--- config.mk ---
export PLATFORM = sky130hd
export DESIGN_NAME = inst_loader
export DESIGN_NICKNAME = d
export VERILOG_FILES = /design/src/rtl/inst_loader.sv
export SDC_FILE = /design/constraint.sdc
export NUM_CORES = 1
export LEC_CHECK = 0
export BUFFER_PORTS_ARGS = -buffer_cell sky130_fd_sc_hd__buf_2
export CAP_MARGIN = 10
export CORE_AREA = 3 3 111 124
export CTS_CLUSTER_SIZE = 25
export DETAILED_ROUTE_END_ITERATION = 10
export DIE_AREA = 0 0 114 127
export PLACE_DENSITY = 0.56
export SETUP_SLACK_MARGIN = 0.3
export SLEW_MARGIN = 0
export SYNTH_ARGS = -nofsm -noshare
export SYNTH_HDL_FRONTEND = slang
export SYNTH_SLANG_ARGS = --single-unit
--- constraint.sdc ---
create_clock -name clock_i -period 4.8 [get_ports clock_i]
set_input_delay 0.96 -clock clock_i [delete_from_list [all_inputs] [get_ports clock_i]]
set_output_delay 0.96 -clock clock_i [all_outputs]
set_load 0.02 [all_outputs]
--- src/rtl/inst_loader.sv ---
// Packs UART bytes (MSB first) into 32-bit words and writes them to instruction memory, then
// enables fetch. Optional partial-word timeout is compiled in with LOADER_TIMEOUT_EN.
module inst_loader #(
  parameter int unsigned          NB_DATA        = 32,
  parameter int unsigned          NB_BYTE        = 8,
  parameter int unsigned          NB_ADDR        = 7,
  parameter logic [NB_DATA-1:0]   HALT_WORD      = 32'hFC000000,
  parameter int unsigned          TIMEOUT_CYCLES = 1000000
) (
  input  logic               clock_i,
  input  logic               reset_i,
  input  logic [NB_BYTE-1:0] rx_data_i,
  input  logic               rx_done_i,
  output logic               en_write_o,
  output logic [NB_ADDR-1:0] addr_write_o,
  output logic [NB_DATA-1:0] data_o,
  output logic               fetch_enable_o,
  output logic               busy_o,
  output logic [NB_ADDR:0]   word_count_o,
  output logic               error_o
);

  localparam logic [NB_BYTE-1:0] CMD_LOAD  = NB_BYTE'(8'h4C);
  localparam logic [NB_BYTE-1:0] CMD_RESET = NB_BYTE'(8'h52);

  typedef enum logic [1:0] {StIdle, StRecv, StWrite, StDone} state_e;

  state_e             state_q;
  logic [1:0]         byte_cnt_q;
  logic [NB_DATA-1:0] asm_q;
  logic [NB_DATA-1:0] data_q;
  logic [NB_ADDR-1:0] addr_q;
  logic [NB_ADDR:0]   word_count_q;
  logic               en_write_q;
  logic               fetch_enable_q;
  logic               busy_q;
  logic               error_q;
  logic [NB_DATA-1:0] asm_next;

`ifdef LOADER_TIMEOUT_EN
  localparam int unsigned TW = $clog2(TIMEOUT_CYCLES + 1);
  logic [TW-1:0] tmo_q;
`endif

  assign asm_next = {asm_q[NB_DATA-NB_BYTE-1:0], rx_data_i};

  always_ff @(posedge clock_i or negedge reset_i) begin
    if (!reset_i) begin
      state_q        <= StIdle;
      byte_cnt_q     <= 2'd0;
      asm_q          <= '0;
      data_q         <= '0;
      addr_q         <= '0;
      word_count_q   <= '0;
      en_write_q     <= 1'b0;
      fetch_enable_q <= 1'b0;
      busy_q         <= 1'b0;
      error_q        <= 1'b0;
`ifdef LOADER_TIMEOUT_EN
      tmo_q          <= '0;
`endif
    end else begin
      en_write_q <= 1'b0;
      unique case (state_q)
        StIdle, StDone: begin
          if (rx_done_i && rx_data_i == CMD_LOAD) begin
            state_q        <= StRecv;
            byte_cnt_q     <= 2'd0;
            addr_q         <= '0;
            word_count_q   <= '0;
            error_q        <= 1'b0;
            fetch_enable_q <= 1'b0;
            busy_q         <= 1'b1;
`ifdef LOADER_TIMEOUT_EN
            tmo_q          <= '0;
`endif
          end else if (rx_done_i && rx_data_i == CMD_RESET && state_q == StDone) begin
            state_q        <= StIdle;
            fetch_enable_q <= 1'b0;
          end
        end
        StRecv: begin
          if (rx_done_i) begin
            asm_q <= asm_next;
`ifdef LOADER_TIMEOUT_EN
            tmo_q <= '0;
`endif
            if (byte_cnt_q == 2'd3) begin
              byte_cnt_q <= 2'd0;
              data_q     <= asm_next;
              en_write_q <= 1'b1;
              state_q    <= StWrite;
            end else begin
              byte_cnt_q <= byte_cnt_q + 2'd1;
            end
          end
`ifdef LOADER_TIMEOUT_EN
          else if (byte_cnt_q != 2'd0) begin
            if (tmo_q == TW'(TIMEOUT_CYCLES - 1)) begin
              // Stalled partial word: drop it, keep already-written words intact.
              state_q    <= StIdle;
              byte_cnt_q <= 2'd0;
              busy_q     <= 1'b0;
              error_q    <= 1'b1;
              tmo_q      <= '0;
            end else begin
              tmo_q <= tmo_q + TW'(1);
            end
          end
`endif
        end
        StWrite: begin
          word_count_q <= word_count_q + (NB_ADDR + 1)'(1);
          if (data_q == HALT_WORD || addr_q == '1) begin
            // Address saturates at the top word instead of wrapping.
            if (addr_q != '1) addr_q <= addr_q + NB_ADDR'(1);
            if (data_q != HALT_WORD) error_q <= 1'b1;
            state_q        <= StDone;
            fetch_enable_q <= 1'b1;
            busy_q         <= 1'b0;
          end else begin
            addr_q  <= addr_q + NB_ADDR'(1);
            state_q <= StRecv;
            // A strobe during the write cycle is the first byte of the next word.
            if (rx_done_i) begin
              asm_q      <= asm_next;
              byte_cnt_q <= 2'd1;
            end
          end
        end
        default: state_q <= StIdle;
      endcase
    end
  end

  assign en_write_o     = en_write_q;
  assign addr_write_o   = addr_q;
  assign data_o         = data_q;
  assign fetch_enable_o = fetch_enable_q;
  assign busy_o         = busy_q;
  assign word_count_o   = word_count_q;
  assign error_o        = error_q;

endmodule
Yosys cells after proc, flatten, opt, wreduce, memory -nomap -nowiden:

Index checks and enable logic that the tools add are counted.

* output and inout bits: 51
* register bits: 87
* input bits: 11
* word-level logic and storage cells: 84

* $add $sub $neg: 3
* multiplexer cells: 35
* equality and inequality tests: 19
* reductions and logical operators: 17

Operators by type and width (count)
* $mux 32: 2
* $pmux 32 s2: 1
* $eq 32x32->1 const B: 1
* $ne 32x32->1 const B: 1
* $mux 7: 3
* $mux 2: 10
* $eq 8x7->1 const B: 2
* $pmux 8 s2: 1
* $reduce_and 3->1: 5
* $ne 2x2->1 const B: 7
* $pmux 7 s2: 1
* $pmux 2 s3: 2
* $mux 1: 11
* $add 8x1->8 const B: 1
* $mux 8: 1
* $reduce_and 4->1: 2
* $add 7x1->7 const B: 1
* $eq 7x7->1 const B: 1
* $ne 7x7->1 const B: 1
* $eq 2x2->1 const B: 3
* $ne 3x3->1 const B: 2
* $pmux 1 s2: 3
* $reduce_and 2->1: 2
* $reduce_bool 2->1: 2
* other kinds (6): 8

Depth between registers and ports, before layout:

* depth after elaboration: 6
* depth in mapped cells: 8
* depth with buffers taken out: 7

Worst setup path before layout:

Ideal clock, no wire load.

* path kind: input -> register
* start: input port rx_data_i[7]
* end: register word_count_q[7], in the netlist word_count_o[7]
* data required time: 4722 ps
* buffers on the path: 0
* cell stages on the path: 5
* slack: 2316 ps
* arrival time: 2407 ps
* path through: nand4bb_2 o41ai_4 nand4_2 or3_1 a21oi_1

* cells in the longest elaborated chain, start to end: 4

RTL lines
* start, declared: RTL line 12 `input logic [NB_BYTE-1:0] rx_data_i,`
* $eq 8x7->1: RTL line 66 `if (rx_done_i && rx_data_i == CMD_LOAD) begin`
* $logic_and 1x1->1: RTL line 66
* $ne 2x2->1 (no source line)
* $reduce_and 2->1 (no source line)
* end signal, assigned: RTL line 113 `word_count_q <= word_count_q + (NB_ADDR + 1)'(1);`
* end, declared: RTL line 33 `logic [NB_ADDR:0] word_count_q;`

Every way passes these cells.
A chain may end at the register's enable or synchronous reset.

Worst setup path after layout:

* start: register state_q[0]
* end: register word_count_q[7], in the netlist word_count_o[7]

* cells in the longest elaborated chain, start to end: 4
* elaborated cells on any way between the ends: 8

RTL lines
* start, declared: RTL line 28 `state_e state_q;`
* start signal, assigned: RTL line 49 `state_q <= StIdle;`
* start signal, assigned: RTL line 67 `state_q <= StRecv;`
* start signal, assigned: RTL line 78 `state_q <= StIdle;`
* $eq 2x2->1 or $logic_not 2->1 (tied branches): RTL line 64 `unique case (state_q)`
* $reduce_or 2->1: RTL line 64
* $ne 2x2->1 (no source line) or $reduce_bool 2->1 (tied branches)
* $reduce_and 2->1 (no source line)

Parallel ways exist; a longest one is shown, timed or not.

==> results.cfg <==
[critical_path]
critPathMaxFanout = 11
critPathMostFrequentCell = inv_1
path_cells = inv_1 > ha_1 > inv_1 > o41ai_4 > nand4_2 > or3_1 > a21oi_1
slowest_stage = o41ai_4
critPathArrivalTime_ns = 2.88
slowest_delay_ns = 0.71
end_kind = register
cp.required_ns = 5.06
start_kind = register
worstSetupPathType = register to register

[placed_design]
gp_congestion = 0.785
dp_slack_ns = 1.85
postPlaceCellArea_sq_mm = 0.00398
port_buffers = 61
place_hpwl_microns = 5770
place_inst = 484

[route]
wire_per_inst_microns = 16.1
ant_nets = 0
drt_iter0_drc = 104
route.detailed.drc = 0
drtPass1Iterations = 4
vias_per_cell = 4.79
vias = 2397
wl_microns = 8060

[logic_synthesis]
synth-adder-area-share = 0.0215
ys_seq_area_frac = 0.567
synth_compound_area_frac = 0.0724
synth_top_family_by_area = multiplexers
synth_mux_area_frac = 0.196
ys_ff_latch = 79
yosys_warnings = 0
synth_area_per_cell_sq_um = 12.7
synthXorXnorAreaFrac = 0.0125
synth-main-ff-cell = dfrtp_1
synth_cells = 274
netlist_area_sq_mm = 0.00349
syn-num-nets = 291
synth_simple_gate_area_frac = 0.113
yosysUniqueCellTypes = 44
ys_async_sr_fraction = 1.00
synth-edff-count = 0

[pwr]
ir_drop_uv = 167
power_density_mw_per_mm2 = 520
power_mw = 2.23
power_leakage_nw = 2.12

[global_route]
grt_pass1_wl_microns = 13100
grt_use_total = 0.115
antenna_found_initial = 0
grt_max_degree = 80
grt-ovfl-total = 0
grt_pass1_vias = 2477

[clock_network]
cts.repair.resized = 0
tritoncts = yes
cts_setup_buffers = 0
root_buffer = clkbuf_16
cts_buffers = 9
htree_levels = 3
insertion_delay_ns = 0.33
ctsLongestPathBuffers = 2
cts_hold_buf = 0
clk_pin_slew_ns = 0.06
cts.sinks = 79

[finish]
post-route-util = 0.340
fillers = 1300
multiInputGateArea_sq_mm = 0.00146
syn2layout_area_growth_pct = 22.7
finalInstanceArea_sq_mm = 0.00428
layout-drive-gt1-share = 0.414
final-seq-area_sq_mm = 0.00198
final_cells = 500
fin_nets = 355
n_antenna_cell = 0

[timing]
clock.fmax_mhz = 381
grt_setup_unrepaired = no
tightest_slew_ns = 1.00
final.period_utilization = 0.546
period_minus_slack_ns = 2.62
hold_viol_final = 0
maxSlewViolCount = 0
fin_skew_ns = 0.00659
tns_ns = 0
slew-limit-headroom = 0.333
timing.final.ws_setup_ns = 2.18
fin_hold_ws_ns = 0.491
setup_violations = 0

[floorplanning]
chipWidth_microns = 114
core_area_sq_mm = 0.0126
die_height_microns = 127
row_count = 43
io_pins = 62
start_util = 0.277
die-area_sq_mm = 0.0145

[outcome]
status = completed

[job]
maxCapViolCount = 0

[min_path]
hold_path_class = register to register
==> layout make-up <==
class | instances | area share
Inverter | 6 | 0.00526
Multi-Input combinational cell | 179 | 0.340
Sequential cell | 79 | 0.462
Timing Repair Buffer | 63 | 0.0754
Tap cell | 157 | 0.0459
Clock inverter | 7 | 0.0187
Clock buffer | 9 | 0.0526
==> cells by family after synthesis <==
group	count (synthesis)
buffers and inverters	16
AO/OA/AOI/OAI	36
multiplexers	61
XOR/XNOR	5
AND/OR/NAND/NOR	71
flip-flops	79
adder cells (fa/ha/maj)	6
==> worst max-delay path: cells and delay by family, from the launching register on <==
kind	cells	cell delay, ns
simple gates	2	0.59
buf+inv	2	0.27
flops	1	0.37
compound gates	2	0.85
fa+ha+maj	1	0.46
==> state kept, by name (all words and copies together) (netlist names), 2 cells and up <==
| name | flops |
|---|---|
| word_count_o | 8 |
| asm_q | 24 |
| state_q | 2 |
| byte_cnt_q | 2 |
| addr_write_o | 7 |
| data_o | 32 |
==> cells in the final DEF (no fill, tap or decap), types with 2 or more instances in the layout <==
| master | count |
|---|---|
| inv_6 | 2 |
| inv_1 | 6 |
| ha_1 | 6 |
| o22ai_1 | 2 |
| o211ai_1 | 2 |
| mux2i_1 | 3 |
| nand3_1 | 8 |
| nor3b_1 | 2 |
| nand2_1 | 17 |
| buf_2 | 60 |
| xor2_1 | 4 |
| nor4_1 | 6 |
| dfrtp_1 | 79 |
| a22o_1 | 2 |
| and4b_1 | 2 |
| nor2_1 | 13 |
| o31ai_1 | 2 |
| mux2_2 | 58 |
| nand2b_1 | 2 |
| buf_4 | 3 |
| a21oi_1 | 10 |
| nand4_1 | 4 |
| o21ai_0 | 7 |
| nor3_1 | 3 |
| and3_1 | 5 |
| clkbuf_16 | 9 |
==> cells in the mapped netlist (2+ instances only) <==
cell | count | area (sq um)
nor3_1 | 3 | 15.0
a21oi_1 | 10 | 50.1
mux2_2 | 58 | 653
o211ai_1 | 2 | 15.0
nor4_1 | 6 | 37.5
a22o_1 | 2 | 17.5
dfrtp_1 | 79 | 1980
and3_1 | 5 | 31.3
nand3_1 | 8 | 40.0
xor2_1 | 4 | 35.0
nor2_1 | 13 | 48.8
nand2b_1 | 2 | 12.5
ha_1 | 6 | 75.1
clkbuf_1 | 8 | 30.0
o31ai_1 | 2 | 15.0
o22ai_1 | 3 | 18.8
nand2_1 | 17 | 63.8
mux2i_1 | 3 | 30.0
and4b_1 | 2 | 20.0
inv_1 | 6 | 22.5
nand4_1 | 4 | 25.0
o21ai_0 | 7 | 35.0
buf_2 | 2 | 10.0
nor3b_1 | 2 | 15.0
==> metal layers <==
layer  track usage  vias to the layer above  share of wire
met4        0.0384                        0          0.012
met1         0.146                     1202           0.44
met3        0.0412                        8          0.064
met2         0.184                       57           0.48
met5             0                        -              0
li1              -                     1130              -
==> report_power, final <==
part	internal, mW	switching [mW]
clock network	0.410	0.288
registers	0.835	0.142
logic	0.257	0.294
total	1.50	0.724
==> worst paths after layout <==
check                      slack, ns  depth (start not counted)                    from                          end
hold reg to reg                 0.49                          1   asm_q[21]$_DFFE_PN0P_       data_o[29]$_DFFE_PN0P_
setup reg to reg                2.18                          7  state_q[0]$_DFFE_PN0P_  word_count_o[7]$_DFFE_PN0P_
setup / recovery                2.18                          7  state_q[0]$_DFFE_PN0P_  word_count_o[7]$_DFFE_PN0P_
max in group asynchronous       3.35                          1                 reset_i        asm_q[21]$_DFFE_PN0P_
hold / removal                  0.49                          1   asm_q[21]$_DFFE_PN0P_       data_o[29]$_DFFE_PN0P_
min in group asynchronous       0.77                          1                 reset_i  word_count_o[2]$_DFFE_PN0P_
(Power assumes the default switching activity.)
